--- config.mk ---
export PLATFORM = sky130hd
export DESIGN_NAME = fp_mult_scheduler_flat
export DESIGN_NICKNAME = d
export VERILOG_FILES = /design/src/rtl/fp_mult_scheduler_if.sv /design/src/rtl/fp_mult_scheduler.sv /design/src/flat_wrapper.sv
export SDC_FILE = /design/constraint.sdc
export NUM_CORES = 2
export LEC_CHECK = 0
export ABC_CLOCK_PERIOD_IN_PS = 13250
export CORE_ASPECT_RATIO = 0.75
export CORE_MARGIN = 2
export CORE_UTILIZATION = 50
export CTS_CLUSTER_DIAMETER = 50
export DETAILED_ROUTE_END_ITERATION = 8
export PLACE_DENSITY = 0.7
export SKIP_LAST_GASP = 1
export SLEW_MARGIN = 10
export SYNTH_ARGS = -nofsm -noshare
export SYNTH_HDL_FRONTEND = slang
export SYNTH_SLANG_ARGS = --single-unit
--- constraint.sdc ---
create_clock -name clk -period 13.25 [get_ports clk]
set_clock_uncertainty 0.15 [all_clocks]
set_input_delay 3.3125 -clock clk [delete_from_list [all_inputs] [get_ports clk]]
set_output_delay 3.3125 -clock clk [all_outputs]
set_load 0.05 [all_outputs]
--- src/rtl/fp_mult_scheduler_if.sv ---
// fp_mult_scheduler_if: requester/result bus of the shared multiplier; FPM_SCHED_OVF_STICKY_EN adds ovf_sticky/ovf_clr
interface fp_mult_scheduler_if;
    logic        req0_valid;
    logic [31:0] req0_a;
    logic [31:0] req0_b;
    logic        req0_ready;
    logic        req1_valid;
    logic [31:0] req1_a;
    logic [31:0] req1_b;
    logic        req1_ready;
    logic        res0_valid;
    logic        res1_valid;
    logic        res0_ready;
    logic        res1_ready;
    logic [31:0] res_data;
    logic        res_ovf;
    logic        busy;
`ifdef FPM_SCHED_OVF_STICKY_EN
    logic [1:0]  ovf_sticky;
    logic        ovf_clr;
`endif

    modport master (
        output req0_valid, req0_a, req0_b, req1_valid, req1_a, req1_b, res0_ready, res1_ready,
`ifdef FPM_SCHED_OVF_STICKY_EN
        output ovf_clr,
        input  ovf_sticky,
`endif
        input  req0_ready, req1_ready, res0_valid, res1_valid, res_data, res_ovf, busy
    );

    modport slave (
        input  req0_valid, req0_a, req0_b, req1_valid, req1_a, req1_b, res0_ready, res1_ready,
`ifdef FPM_SCHED_OVF_STICKY_EN
        input  ovf_clr,
        output ovf_sticky,
`endif
        output req0_ready, req1_ready, res0_valid, res1_valid, res_data, res_ovf, busy
    );
endinterface

--- src/rtl/fp_mult_scheduler.sv ---
// fp_mult_scheduler: one FP32 multiplier shared round-robin by two requesters; FPM_SCHED_OVF_STICKY_EN adds per-requester sticky overflow flags
module fp_mult_scheduler #(
    parameter int LAT = 2
) (
    input logic                 clk,
    input logic                 rst,
    fp_mult_scheduler_if.slave  io_bus
);
    typedef enum logic [1:0] {IDLE, BUSY, DONE} state_t;

    state_t             r_state;
    logic               r_last;
    logic               r_own;
    logic [1:0]         r_cnt;
    logic [31:0]        r_a;
    logic [31:0]        r_b;
    logic [31:0]        r_res;
    logic               r_ovf;
    logic [1:0]         r_rv;

    logic               w_gnt;
    logic               w_idle;
    logic               w_acc;
    logic               w_del;
    logic               w_s;
    logic               w_zero;
    logic               w_povf;
    logic               w_unf;
    logic [47:0]        w_p;
    logic signed [9:0]  w_e;
    logic [22:0]        w_m;
    logic [31:0]        w_prod;

    // Multiplier fed only from captured operands; denormals count as zero and the mantissa is truncated
    always_comb begin
        w_p    = {1'b1, r_a[22:0]} * {1'b1, r_b[22:0]};
        w_s    = r_a[31] ^ r_b[31];
        w_e    = $signed({2'b0, r_a[30:23]}) + $signed({2'b0, r_b[30:23]}) - 10'sd127 + $signed({9'b0, w_p[47]});
        w_m    = w_p[47] ? w_p[46:24] : w_p[45:23];
        w_zero = (r_a[30:23] == 8'd0) || (r_b[30:23] == 8'd0);
        w_povf = !w_zero && (w_e > 10'sd254);
        w_unf  = !w_zero && (w_e < 10'sd1);
        w_prod = (w_zero || w_unf) ? 32'd0 : w_povf ? {w_s, 8'hFF, 23'd0} : {w_s, w_e[7:0], w_m};
    end

    // Grant: lone requester wins, on contention the one not granted last wins
    always_comb begin
        w_gnt  = (io_bus.req0_valid && io_bus.req1_valid) ? !r_last : io_bus.req1_valid;
        w_idle = (r_state == IDLE) && !rst;
        w_acc  = w_idle && (io_bus.req0_valid || io_bus.req1_valid);
        w_del  = (r_state == DONE) && (r_own ? io_bus.res1_ready : io_bus.res0_ready);
    end

    assign io_bus.req0_ready = w_idle && io_bus.req0_valid && !w_gnt;
    assign io_bus.req1_ready = w_idle && io_bus.req1_valid && w_gnt;
    assign io_bus.res0_valid = r_rv[0];
    assign io_bus.res1_valid = r_rv[1];
    assign io_bus.res_data   = r_res;
    assign io_bus.res_ovf    = r_ovf;
    assign io_bus.busy       = (r_state != IDLE);

    // Scheduler FSM: capture operands, count LAT busy cycles, hold result until the owner takes it
    always_ff @(posedge clk or posedge rst) begin
        if (rst) begin
            r_state <= IDLE;
            r_last  <= 1'b1;
            r_own   <= 1'b0;
            r_cnt   <= 2'd0;
            r_a     <= 32'd0;
            r_b     <= 32'd0;
            r_res   <= 32'd0;
            r_ovf   <= 1'b0;
            r_rv    <= 2'b00;
        end else begin
            case (r_state)
                IDLE: if (w_acc) begin
                    r_a     <= w_gnt ? io_bus.req1_a : io_bus.req0_a;
                    r_b     <= w_gnt ? io_bus.req1_b : io_bus.req0_b;
                    r_own   <= w_gnt;
                    r_last  <= w_gnt;
                    r_cnt   <= 2'd0;
                    r_state <= BUSY;
                end
                BUSY: if (r_cnt == 2'(LAT - 1)) begin
                    r_res   <= w_prod;
                    r_ovf   <= w_povf;
                    r_rv    <= r_own ? 2'b10 : 2'b01;
                    r_state <= DONE;
                end else begin
                    r_cnt   <= r_cnt + 2'd1;
                end
                DONE: if (w_del) begin
                    r_rv    <= 2'b00;
                    r_state <= IDLE;
                end
                default: r_state <= IDLE;
            endcase
        end
    end

`ifdef FPM_SCHED_OVF_STICKY_EN
    logic [1:0] r_sticky;

    assign io_bus.ovf_sticky = r_sticky;

    // Sticky overflow per requester, set on delivery; a same-cycle set beats the clear
    always_ff @(posedge clk or posedge rst) begin
        if (rst) begin
            r_sticky <= 2'b00;
        end else begin
            r_sticky <= (io_bus.ovf_clr ? 2'b00 : r_sticky) | ((w_del && r_ovf) ? (r_own ? 2'b10 : 2'b01) : 2'b00);
        end
    end
`endif
endmodule

--- src/flat_wrapper.sv ---
// flat-port wrapper written by rule: the top's interface ports become plain ports
module fp_mult_scheduler_flat 
#(
    parameter int LAT = 2
)
  (clk, rst, io_bus_req0_valid, io_bus_req0_a, io_bus_req0_b, io_bus_req1_valid, io_bus_req1_a, io_bus_req1_b, io_bus_res0_ready, io_bus_res1_ready, io_bus_req0_ready, io_bus_req1_ready, io_bus_res0_valid, io_bus_res1_valid, io_bus_res_data, io_bus_res_ovf, io_bus_busy);
  fp_mult_scheduler_if io_bus_i ();
  input logic clk;
  input logic rst;
  input wire logic [$bits(io_bus_i.req0_valid)-1:0] io_bus_req0_valid;
  input wire logic [$bits(io_bus_i.req0_a)-1:0] io_bus_req0_a;
  input wire logic [$bits(io_bus_i.req0_b)-1:0] io_bus_req0_b;
  input wire logic [$bits(io_bus_i.req1_valid)-1:0] io_bus_req1_valid;
  input wire logic [$bits(io_bus_i.req1_a)-1:0] io_bus_req1_a;
  input wire logic [$bits(io_bus_i.req1_b)-1:0] io_bus_req1_b;
  input wire logic [$bits(io_bus_i.res0_ready)-1:0] io_bus_res0_ready;
  input wire logic [$bits(io_bus_i.res1_ready)-1:0] io_bus_res1_ready;
  output wire logic [$bits(io_bus_i.req0_ready)-1:0] io_bus_req0_ready;
  output wire logic [$bits(io_bus_i.req1_ready)-1:0] io_bus_req1_ready;
  output wire logic [$bits(io_bus_i.res0_valid)-1:0] io_bus_res0_valid;
  output wire logic [$bits(io_bus_i.res1_valid)-1:0] io_bus_res1_valid;
  output wire logic [$bits(io_bus_i.res_data)-1:0] io_bus_res_data;
  output wire logic [$bits(io_bus_i.res_ovf)-1:0] io_bus_res_ovf;
  output wire logic [$bits(io_bus_i.busy)-1:0] io_bus_busy;
  assign io_bus_i.req0_valid = io_bus_req0_valid;
  assign io_bus_i.req0_a = io_bus_req0_a;
  assign io_bus_i.req0_b = io_bus_req0_b;
  assign io_bus_i.req1_valid = io_bus_req1_valid;
  assign io_bus_i.req1_a = io_bus_req1_a;
  assign io_bus_i.req1_b = io_bus_req1_b;
  assign io_bus_i.res0_ready = io_bus_res0_ready;
  assign io_bus_i.res1_ready = io_bus_res1_ready;
  assign io_bus_req0_ready = io_bus_i.req0_ready;
  assign io_bus_req1_ready = io_bus_i.req1_ready;
  assign io_bus_res0_valid = io_bus_i.res0_valid;
  assign io_bus_res1_valid = io_bus_i.res1_valid;
  assign io_bus_res_data = io_bus_i.res_data;
  assign io_bus_res_ovf = io_bus_i.res_ovf;
  assign io_bus_busy = io_bus_i.busy;
  fp_mult_scheduler #(.LAT(LAT)) u_core (.clk(clk), .rst(rst), .io_bus(io_bus_i));
endmodule
==> flow_metrics.env <==
export IMPL_syn_to_final_growth_pct=10.9
export IMPL_slowest_delay_ns=1.13
export IMPL_start_util_pct=51.0
export IMPL_fillerInstances=4117
export IMPL_synth_area_mm2=0.0236
export IMPL_worst_pin_slew_ns=1.22
export IMPL_ys_top_cells_by_count="inv_1 (573), fa_1 (482), nand2_1 (401), and2_1 (219), ha_1 (183)"
export IMPL_arrival_ns=10.72
export IMPL_tritoncts="built"
export IMPL_grt_use_total_pct=30.7
export IMPL_synthCells=2594
export IMPL_yosysTopAreaCell="fa_1"
export IMPL_cts_root_buf="clkbuf_16"
export IMPL_rows=68
export IMPL_max_freq_mhz=94.9
export IMPL_cts_hold_buffers=0
export IMPL_setup_tns_ns=0
export IMPL_clock_latency_ns=0.38
export IMPL_synth_fp_nets=3393
export IMPL_port_buffers=171
export IMPL_firstDrtPassIters=5
export IMPL_drtIter0Drc=1758
export IMPL_slew_headroom_pct=19.0
export IMPL_ys_warnings_count=0
export IMPL_hold_viol=0
export IMPL_ys_ff_latch=105
export IMPL_worst_path_max_fanout=25
export IMPL_clk_path_buf_depth=2
export IMPL_drc=0
export IMPL_routed_wl_mm=70.8
export IMPL_die_h_um=192
export IMPL_maxCapViolCount=0
export IMPL_grt_pass1_wl_mm=112
export IMPL_antenna_found_initial=1
export IMPL_post_route_period_util_pct=79.5
export IMPL_hold_path_depth=2
export IMPL_grt_pass1_vias=19400
export IMPL_postCtsResizedCells=0
export IMPL_end_kind="register"
export IMPL_setup_viol=0
export IMPL_die_x_um=255
export IMPL_antenna_left=0
export IMPL_outcome="completed"
export IMPL_coreArea_mm2=0.0464
export IMPL_dp_hpwl_mm=56.5
export IMPL_vias=18000
export IMPL_final_nets=3482
export IMPL_synth_most_common_cell="inv_1"
export IMPL_cts_buffers=9
export IMPL_rsz0062_at_grt="false"
export IMPL_grt_max_degree=123
export IMPL_ios=172
export IMPL_slew_viol_final=0
export IMPL_die_area_mm2=0.0490
export IMPL_viasPerCell=5.43
export IMPL_synth_ff_type="dfrtp_1"
export IMPL_start_kind="register"
export IMPL_cpMostUsedCell="fa_1"
export IMPL_ctsHtreeMaxLevel=3
export IMPL_final_layout_size_suffix_gt1_share_pct=3.01
export IMPL_synth_edff_count=0
export IMPL_cp_slowest_cell="dfrtp_1"
export IMPL_netlist_top_cells_area="fa_1 (41%), dfrtp_1 (11%), ha_1 (9.7%), inv_1 (9.1%), nand2_1 (6.4%)"
export IMPL_cts_setup_buffers=0
export IMPL_clock_sinks=105
export IMPL_yosysSeqAreaShare_pct=11.1
export IMPL_finalWeightedCongestion=0.983
export IMPL_overflow=0
export IMPL_synthDistinctLibCells=78
export IMPL_r2r_worst_path_cells=34
export IMPL_synth_top_area_share_pct=40.8
export IMPL_period_needed_ns=10.54
export IMPL_syn_area_per_cell_um2=9.11
export IMPL_path_class="register to register"
export IMPL_async_flop_share_pct=100
export IMPL_clk_pin_slew_ns=0.09
export IMPL_wl_per_cell_um=21.3
export IMPL_cp_required_ns=13.43
export IMPL_min_path_type="register to register"
final timing paths:
path                                            start                         end  slack [ns]
min in group asynchronous                         rst              u_core.r_rv[0]        3.19
min                        u_core.io_bus.res_data[28]  u_core.io_bus.res_data[28]        0.33
max in group asynchronous                         rst              u_core.r_b[17]        8.38
min reg2reg                u_core.io_bus.res_data[28]  u_core.io_bus.res_data[28]        0.33
max                                    u_core.r_a[17]  u_core.io_bus.res_data[22]        2.71
max reg2reg                            u_core.r_a[17]  u_core.io_bus.res_data[22]        2.71
sequential cells by signal (all words and copies together) (netlist names):
name,count
u_core.io_bus.res_data,32
u_core.io_bus.res_ovf,1
u_core.r_a,32
u_core.r_b,32
u_core.r_cnt,2
u_core.r_last,1
u_core.r_own,1
u_core.r_rv,2
u_core.r_state,2
logic make-up after synthesis:
kind of cell | share of synthesized area, %
buffers and inverters | 11.2
XOR/XNOR | 1.56
AO/OA/AOI/OAI | 6.58
adder cells (fa/ha/maj) | 50.5
flip-flops | 11.1
multiplexers | 3.65
AND/OR/NAND/NOR | 15.3
layer usage:
metal	GRT usage [%]	part of all wire [%]	vias to the layer above	wire, um
met2	47.6	45	762	31600
met5	0	0.017	-	12
met3	7.80	9.6	90	6820
met1	44.1	44	9210	31100
met4	6.05	1.9	2	1330
li1	-	-	7963	-
stage by stage:
step                hold WS, ns  setup slack (ns)  instances  area, um2  utilization (%)
detailed placement        0.314              2.96       3302      25900             55.8
global route              0.361              2.27       3318      26200             56.5
floorplan                 0.319              2.81       2594      23600                -
finish                    0.327              2.71       3321      26200             56.5
global placement          0.312              3.12       3302      25900             55.8
CTS                       0.334              2.91       3318      26200             56.5
final cells by class:
cell class	instances	area [um2]	share of cell area, %
multi-input combinational	1790	18400	70.1
clock buffer	10	239	0.912
tap	630	788	3.01
antenna	3	7.51	0.0287
sequential	105	2630	10.0
clock inverter	6	70.1	0.267
timing repair buffer	200	1930	7.36
inverter	577	2170	8.29
layout by cell type (no fill, tap or decap), drive strengths merged, types with 4 or more instances in the layout:
master / Yosys / layout
nand3: 14 / 14
a221o: 7 / 7
nor3: 10 / 10
xnor2: 29 / 29
buf: 10 / 29
nand2: 402 / 402
o21bai: 5 / 5
and3: 7 / 7
mux2i: 84 / 84
ha: 183 / 183
o21a: 4 / 4
a211oi: 11 / 11
nand4: 8 / 8
clkdlybuf4s50: 0 / 171
a31oi: 4 / 4
a21oi: 40 / 40
o21ai: 109 / 109
a22o: 7 / 7
clkbuf: 112 / 10
nor4: 6 / 6
clkinv: 2 / 5
fa: 482 / 482
nor2b: 6 / 6
a21o: 28 / 28
and2: 220 / 220
dfrtp: 104 / 104
xor2: 10 / 10
nor2: 69 / 69
inv: 575 / 578
nor3b: 4 / 4
nand3b: 4 / 4
critical path, delay by kind of cell (launching register included):
family	cells	cell delay [ns]
fa+ha+maj	10	4.55
simple gates	9	1.88
compound gates	7	1.85
flops	1	1.13
buf+inv	7	0.55
xor+xnor	1	0.34
Power is not shown: default switching activity piles up to over one toggle a cycle in this logic, so the estimate is an artifact.
